<file path="src/rtl/adpll_loop_filter.sv">
// adpll_loop_filter
//
// Proportional-integral loop filter for the ADPLL. Each valid signed
// phase-error sample from the delay-line phase detector updates a saturating
// fixed-point integrator. Three cycles later an unsigned DCO control word is
// produced.
//
// Build option: define ADPLL_LOCK_DETECT_EN to include the lock detector.
// When it is enabled, the filter moves from acquisition gains to tracking
// gains once lock is declared. When it is not defined, the filter always
// uses acquisition gains and locked_o is tied to 0.
//
// Ports:
//   fpga_clk_i        - single clock for all logic
//   reset_n_i         - asynchronous active-low reset (release is synchronised)
//   pd_valid_i        - one-cycle strobe, new phase-error sample
//   pd_clock_cycles_i - signed phase error (positive = generated clock lags)
//   hold_i            - freeze the integrator for this sample (prop still applied)
//   ctrl_o            - DCO control word
//   ctrl_valid_o      - one-cycle strobe, ctrl_o has just updated
//   sat_o             - last update clamped the integrator or ctrl_o
//   locked_o          - loop-locked flag
module adpll_loop_filter #(
  parameter int ERR_W      = 8,
  parameter int CTRL_W     = 12,
  parameter int FRAC_W     = 8,
  parameter int KP_SHIFT   = 2,
  parameter int KI_SHIFT   = 4,
  parameter int CTRL_INIT  = 2048,
  parameter int LOCK_TOL   = 2,
  parameter int LOCK_COUNT = 16,
  parameter int LOSS_COUNT = 4
) (
  input  logic              fpga_clk_i,
  input  logic              reset_n_i,
  input  logic              pd_valid_i,
  input  logic [ERR_W-1:0]  pd_clock_cycles_i,
  input  logic              hold_i,
  output logic [CTRL_W-1:0] ctrl_o,
  output logic              ctrl_valid_o,
  output logic              sat_o,
  output logic              locked_o
);

  localparam int IW = CTRL_W + FRAC_W;                          // integrator width
  localparam int SW = IW + 2;                                   // sum width: sign + guard
  localparam int PW = ERR_W + KP_SHIFT;                         // proportional term width
  localparam int OW = ((CTRL_W > PW) ? CTRL_W : PW) + 2;        // output sum width

  // Reset: assertion is asynchronous. Release passes through two flops so the
  // first active edge seen by the datapath is clean.
  logic [1:0] rst_sync_reg;
  logic       rst_n;

  always_ff @(posedge fpga_clk_i or negedge reset_n_i) begin
    if (!reset_n_i) rst_sync_reg <= 2'b00;
    else            rst_sync_reg <= {rst_sync_reg[0], 1'b1};
  end
  assign rst_n = rst_sync_reg[1];

  // Gear select. This is high while the lock detector is in TRACK.
  logic track;

  // Stage 1: capture the sample.
  logic                    s1_valid_reg;
  logic signed [ERR_W-1:0] s1_err_reg;
  logic                    s1_hold_reg;

  always_ff @(posedge fpga_clk_i or negedge rst_n) begin
    if (!rst_n) begin
      s1_valid_reg <= 1'b0;
      s1_err_reg   <= '0;
      s1_hold_reg  <= 1'b0;
    end else begin
      s1_valid_reg <= pd_valid_i;
      if (pd_valid_i) begin
        s1_err_reg  <= $signed(pd_clock_cycles_i);
        s1_hold_reg <= hold_i;
      end
    end
  end

  // Stage 2: integrator and proportional term. The gains come from the lock
  // state as it was before this sample's lock update.
  logic [IW-1:0]        integ_reg;
  logic                 s2_valid_reg;
  logic signed [PW-1:0] s2_prop_reg;
  logic                 s2_isat_reg;

  logic signed [SW-1:0] err_ext;
  logic signed [SW-1:0] inc;
  logic signed [SW-1:0] integ_sum;
  logic [IW-1:0]        integ_next;
  logic                 integ_sat;
  logic signed [PW-1:0] prop;

  always_comb begin
    err_ext    = SW'(s1_err_reg);
    inc        = track ? (err_ext <<< (FRAC_W - KI_SHIFT - 1))
                       : (err_ext <<< (FRAC_W - KI_SHIFT));
    integ_sum  = $signed({2'b00, integ_reg}) + inc;
    integ_next = integ_sum[IW-1:0];
    integ_sat  = 1'b0;
    if (integ_sum[SW-1]) begin          // below zero
      integ_next = '0;
      integ_sat  = 1'b1;
    end else if (integ_sum[SW-2]) begin // above full scale
      integ_next = '1;
      integ_sat  = 1'b1;
    end
    if (s1_hold_reg) begin
      integ_next = integ_reg;
      integ_sat  = 1'b0;
    end
    prop = track ? (PW'(s1_err_reg) <<< (KP_SHIFT - 1))
                 : (PW'(s1_err_reg) <<< KP_SHIFT);
  end

  always_ff @(posedge fpga_clk_i or negedge rst_n) begin
    if (!rst_n) begin
      s2_valid_reg <= 1'b0;
      integ_reg    <= IW'(CTRL_INIT) << FRAC_W;
      s2_prop_reg  <= '0;
      s2_isat_reg  <= 1'b0;
    end else begin
      s2_valid_reg <= s1_valid_reg;
      if (s1_valid_reg) begin
        integ_reg   <= integ_next;
        s2_prop_reg <= prop;
        s2_isat_reg <= integ_sat;
      end
    end
  end

  // Stage 3: form and clamp the control word. integ_reg already holds this
  // sample's integ_next. A following back-to-back sample only overwrites it at
  // the same edge that consumes it here.
  logic signed [OW-1:0] ctrl_sum;
  logic [CTRL_W-1:0]    ctrl_next;
  logic                 ctrl_sat;

  always_comb begin
    ctrl_sum  = $signed({{(OW-CTRL_W){1'b0}}, integ_reg[IW-1:FRAC_W]}) + OW'(s2_prop_reg);
    ctrl_next = ctrl_sum[CTRL_W-1:0];
    ctrl_sat  = 1'b0;
    if (ctrl_sum[OW-1]) begin
      ctrl_next = '0;
      ctrl_sat  = 1'b1;
    end else if (|ctrl_sum[OW-2:CTRL_W]) begin
      ctrl_next = '1;
      ctrl_sat  = 1'b1;
    end
  end

  always_ff @(posedge fpga_clk_i or negedge rst_n) begin
    if (!rst_n) begin
      ctrl_o       <= CTRL_W'(CTRL_INIT);
      ctrl_valid_o <= 1'b0;
      sat_o        <= 1'b0;
    end else begin
      ctrl_valid_o <= s2_valid_reg;
      if (s2_valid_reg) begin
        ctrl_o <= ctrl_next;
        sat_o  <= ctrl_sat | s2_isat_reg;
      end
    end
  end

`ifdef ADPLL_LOCK_DETECT_EN
  typedef enum logic {ACQUIRE = 1'b0, TRACK = 1'b1} lock_state_t;

  localparam int GCW = $clog2(LOCK_COUNT + 1);
  localparam int BCW = $clog2(LOSS_COUNT + 1);

  lock_state_t           state_reg;
  logic [GCW-1:0]        good_cnt_reg;
  logic [BCW-1:0]        bad_cnt_reg;
  logic signed [ERR_W:0] err_wide;
  logic [ERR_W:0]        err_abs;
  logic                  in_window;

  // |err| is taken one bit wider, so the most negative error cannot overflow.
  always_comb begin
    err_wide  = (ERR_W+1)'(s1_err_reg);
    err_abs   = err_wide[ERR_W] ? (-err_wide) : err_wide;
    in_window = (err_abs <= (ERR_W+1)'(LOCK_TOL));
  end

  always_ff @(posedge fpga_clk_i or negedge rst_n) begin
    if (!rst_n) begin
      state_reg    <= ACQUIRE;
      good_cnt_reg <= '0;
      bad_cnt_reg  <= '0;
    end else if (s1_valid_reg) begin
      case (state_reg)
        ACQUIRE: begin
          if (in_window) begin
            if (good_cnt_reg == GCW'(LOCK_COUNT - 1)) begin
              state_reg    <= TRACK;
              good_cnt_reg <= '0;
              bad_cnt_reg  <= '0;
            end else begin
              good_cnt_reg <= good_cnt_reg + 1'b1;
            end
          end else begin
            good_cnt_reg <= '0;
          end
        end
        TRACK: begin
          if (!in_window) begin
            if (bad_cnt_reg == BCW'(LOSS_COUNT - 1)) begin
              state_reg    <= ACQUIRE;
              good_cnt_reg <= '0;
              bad_cnt_reg  <= '0;
            end else begin
              bad_cnt_reg <= bad_cnt_reg + 1'b1;
            end
          end else begin
            bad_cnt_reg <= '0;
          end
        end
      endcase
    end
  end

  assign track = (state_reg == TRACK);

  // The state register already reflects this sample's lock update by stage 3.
  // As a result, the flag moves together with the sample's ctrl_valid_o.
  always_ff @(posedge fpga_clk_i or negedge rst_n) begin
    if (!rst_n)            locked_o <= 1'b0;
    else if (s2_valid_reg) locked_o <= track;
  end
`else
  assign track    = 1'b0;
  assign locked_o = 1'b0;
`endif

endmodule
</file>
<file path="config.mk">
export PLATFORM = sky130hd
export DESIGN_NAME = adpll_loop_filter
export DESIGN_NICKNAME = d
export VERILOG_FILES = /design/src/rtl/adpll_loop_filter.sv
export SDC_FILE = /design/constraint.sdc
export NUM_CORES = 1
export LEC_CHECK = 0
export ABC_AREA = 1
export CAP_MARGIN = 20
export CORE_AREA = 2 2 92 94
export CTS_BUF_LIST = sky130_fd_sc_hd__clkbuf_8
export CTS_CLUSTER_SIZE = 14
export DETAILED_ROUTE_END_ITERATION = 10
export DIE_AREA = 0 0 94 96
export HOLD_SLACK_MARGIN = 0.02
export PLACE_DENSITY = 0.67
export SLEW_MARGIN = 20
export SYNTH_ARGS = -nofsm -noshare
export SYNTH_HDL_FRONTEND = slang
export SYNTH_SLANG_ARGS = --single-unit
</file>
<file path="constraint.sdc">
create_clock -name fpga_clk_i -period 2.4 [get_ports fpga_clk_i]
set_clock_uncertainty 0.15 [all_clocks]
set_input_delay 0.48 -clock fpga_clk_i [delete_from_list [all_inputs] [get_ports fpga_clk_i]]
set_output_delay 0.48 -clock fpga_clk_i [all_outputs]
set_load 0.02 [all_outputs]
</file>
==> implementation parameters <==
Parameter                              Value

Final layout
  Flip-flop count of the largest register after layout    16
  Sequential cell area    0.00131 mm2
  Fraction of final layout cells with drive strength greater than 1    14.5%
  Area used by multi-input combinational logic    0.00229 mm2
  Final core utilization    55.8%
  Layout Nets    634
  Filler Cells Inserted    784
  Number of standard cells in the final layout excluding fillers    698
  P&R area growth vs syn    17.6%
  ANT cells    0

STA
  Worst slew pin tran    roughly 0.63 ns
  Highest Clock Rate    between 400 and 500 MHz
  Post-route worst setup slack    around 0.14 ns
  Number of slew-limit violations in the final report    0
  Worst slew margin relative to its limit    a little under 60%
  Setup violation total in the final timing report    0
  Setup repair after global routing missed its margin    true
  Number of endpoints with negative hold slack in the final report    0
  Final hold slack    0.162 ns
  Sum of negative setup slack    0 ns
  Min Tclk post-route    2.26 ns
  Final worst path period share    94.3%

Pwr
  Static Leak    between 0.002 and 0.0025 uW
  Worst IR drop on VDD    434 uV
  Power density over cell area    1150 mW/mm2

Floorplanning
  Ports    27
  Horiz. Die Dim    94 um
  Initial core utilization    47.5%
  Area enclosed by the die boundary    approximately 0.009 mm2
  Number of rows created at floorplan    33
  Vertical die dimension    96 um
  Core area    0.00805 mm2

Yosys
  Register bit count reported by yosys    52
  Share of the yosys chip area belonging to registers    34.1%
  Synth area leader    sky130_fd_sc_hd__dfrtp_1
  Leading cell types by total area after synthesis    sky130_fd_sc_hd__dfrtp_1, sky130_fd_sc_hd__nand2_1, sky130_fd_sc_hd__ha_1
  Post-synth EDFFs    0
  Mapped Avg Cell Area    6.96 um2
  Ranking of synthesized cells by instance count    sky130_fd_sc_hd__nand2_1, sky130_fd_sc_hd__inv_1, sky130_fd_sc_hd__dfrtp_1
  Main synth FF type    sky130_fd_sc_hd__dfrtp_1
  Share of the synthesized area in the top cell type    between 30% and 40%
  Library cells used by synthesis    33
  Fraction of registers with async set or reset after synthesis    100%
  Summed instance area of the synthesized netlist    about 0.0038 mm2
  Most used standard cell by instance count after synthesis    sky130_fd_sc_hd__nand2_1
  Yosys warns    0
  Cells after synthesis    549
  Number of nets in the synthesized netlist    591

Clock tree
  Hold buffer count at cts    0
  Count of H-tree levels built during CTS    2
  Clk buf depth    2
  Clk Tree Root Cell    sky130_fd_sc_hd__clkbuf_8
  Clk Latency, worst-skew pair    0.31 ns
  CTS tree    yes
  Number of buffers created by CTS    5
  Clock-pin slew on the worst setup and hold paths    about 0.1 ns
  CTS sink cnt    52

Routing
  Avg Vias per Cell    4.88
  Total number of vias    3409
  Iter 0 DRT Violations    169
  Number of design rule violations left after detail routing    0
  Number of search-and-repair iterations in the first detailed-routing pass    5
  Routed Wire Length    8690 um
  Antenna viol nets, final    0
  Post-DR wirelength/cell    12.5 um

Worst setup path
  Data arrival time of the worst path    2.32 ns
  Worst setup slack for register-to-register paths    0.14 ns
  RR Endpoint    s2_isat_reg$_DFFE_PN0P_
  List of cells traversed by the critical path    buf_4, ha_4, nand2_2, nor3_4, and2_1, nand2_2, nand2_2, nand2_4, nand2_4, nand3_2, nand2_1, nand2_1
  Worst R2R Start    s1_err_reg[7]$_DFFE_PN0P_
  CP Launch Type    register
  CP Capture Point    s2_isat_reg$_DFFE_PN0P_
  Critical path depth    12
  Total buffers and inverters traversed by the critical path    1
  Top Family by Delay on Critical Path    simple AND/OR/NAND/NOR gates
  CP Max Fanout    7
  Most common cell type on the critical path    sky130_fd_sc_hd__nand2_2
  Worst setup EP type    register
  Worst Path Required    around 2.5 ns
  Crit path max-delay cell type    sky130_fd_sc_hd__dfrtp_2
  Worst setup startpoint    s1_err_reg[7]$_DFFE_PN0P_
  Kind of critical path    reg -> reg
  Delay of the slowest cell on the worst path    0.49 ns
  Number of cell instances on the worst register-to-register path    12

Worst hold path
  Worst hold path class    in -> async

Global routing
  Aggregate global-route resource usage    a little over a fifth
  Residual overflow from global routing    0
  Number of global-route vias before repair    3318
  First-pass GRT wire length    between 15000 and 20000 um
  Number of antenna violations at the first check in global routing    0
  Maximum number of pins on one net before global-route repair    51

Placed design
  Detailed-placement wirelength estimate    a little under 7000 um
  Weighted congestion reported at the end of routability-driven placement    0.878
  DP Cell Count    686
  Post-Place Setup Slack    -0.00237 ns
  Total of buffers placed on input and output ports    25

Outcome
  Outcome    finished clean

Run
  Max Cap Violations    0
==> cell type report <==
class | count | share of cell area, %
Clock buffer | 5 | 1.53
Timing Repair Buffer | 44 | 8.75
Sequential cell | 52 | 29.1
Clock inverter | 3 | 0.557
Multi-Input combinational cell | 414 | 50.9
Inverter | 75 | 6.27
Tap cell | 105 | 2.92
==> logic make-up after synthesis <==
| kind of cell | count (synthesis) | synth area share (%) |
|---|---|---|
| simple gates | 328 | 37.7 |
| buf+inv | 85 | 9.46 |
| flops | 52 | 34.1 |
| compound gates | 41 | 5.70 |
| fa+ha+maj | 30 | 10.2 |
| xor+xnor | 9 | 2.06 |
| other cells | 2 | 0.197 |
| mux | 2 | 0.589 |
==> through the flow <==
stage / power, uW / instance area [um2]
floorplan: 3660 / 3820
detailed placement: 4480 / 4250
CTS: 5030 / 4350
global placement: 4430 / 4250
finish: 5180 / 4490
global route: 5730 / 4490
==> worst min path at each step <==
stage	from	to	slack (ns)	cells past startpoint
floorplan	reset_n_i	rst_sync_reg[0]$_DFF_PN0_	0.03	0
global placement	rst_sync_reg[0]$_DFF_PN0_	rst_sync_reg[1]$_DFF_PN0_	0.19	0
detailed placement	rst_sync_reg[0]$_DFF_PN0_	rst_sync_reg[1]$_DFF_PN0_	0.19	0
CTS	reset_n_i	rst_sync_reg[1]$_DFF_PN0_	0.16	1
global route	reset_n_i	rst_sync_reg[0]$_DFF_PN0_	0.16	1
finish	reset_n_i	rst_sync_reg[1]$_DFF_PN0_	0.16	1
==> cells in the final DEF, fill, tap and decap left out, types with 3 or more instances in the layout <==
cell type,netlist,layout
sky130_fd_sc_hd__dfrtp_1,50,48
sky130_fd_sc_hd__nand3b_1,4,4
sky130_fd_sc_hd__ha_1,28,23
sky130_fd_sc_hd__nand4_1,4,4
sky130_fd_sc_hd__buf_4,3,19
sky130_fd_sc_hd__nand3_2,5,5
sky130_fd_sc_hd__xor2_1,3,3
sky130_fd_sc_hd__xnor2_1,6,6
sky130_fd_sc_hd__a21oi_1,16,15
sky130_fd_sc_hd__inv_1,74,73
sky130_fd_sc_hd__nand3_1,39,38
sky130_fd_sc_hd__or2_2,3,3
sky130_fd_sc_hd__clkbuf_8,0,5
sky130_fd_sc_hd__nand2_1,218,214
sky130_fd_sc_hd__nand2_2,17,20
sky130_fd_sc_hd__clkdlybuf4s50_1,0,25
sky130_fd_sc_hd__nor2_1,24,24
sky130_fd_sc_hd__ha_4,0,3
sky130_fd_sc_hd__o21ai_0,20,20
sky130_fd_sc_hd__nand2_4,2,4
sky130_fd_sc_hd__nor2_2,4,4
==> metal layers <==
metal / global-route usage (%) / wire, um / vias to the layer above
met1: 27.9 / 4180 / 1560
met2: 36.3 / 4220 / 42
li1: - / - / 1800
met4: 4.11 / 76 / 0
met3: 3.68 / 219 / 7
met5: 0 / 0 / -
==> what timing repair did <==
| action | CTS | global route |
|---|---|---|
| buffers inserted | 0 | 2 |
| pin swaps | 1 | 4 |
| endpoints found under the setup margin | 3 | 30 |
| resized for setup | 1 | 25 |
| cloned | 0 | 2 |
==> power breakdown <==
group	total [uW]	internal, uW	switching, uW
logic	3260	1320	1940
clock network	528	213	315
registers	1400	1160	242
No activity file was read; power rests on OpenSTA's default activity.
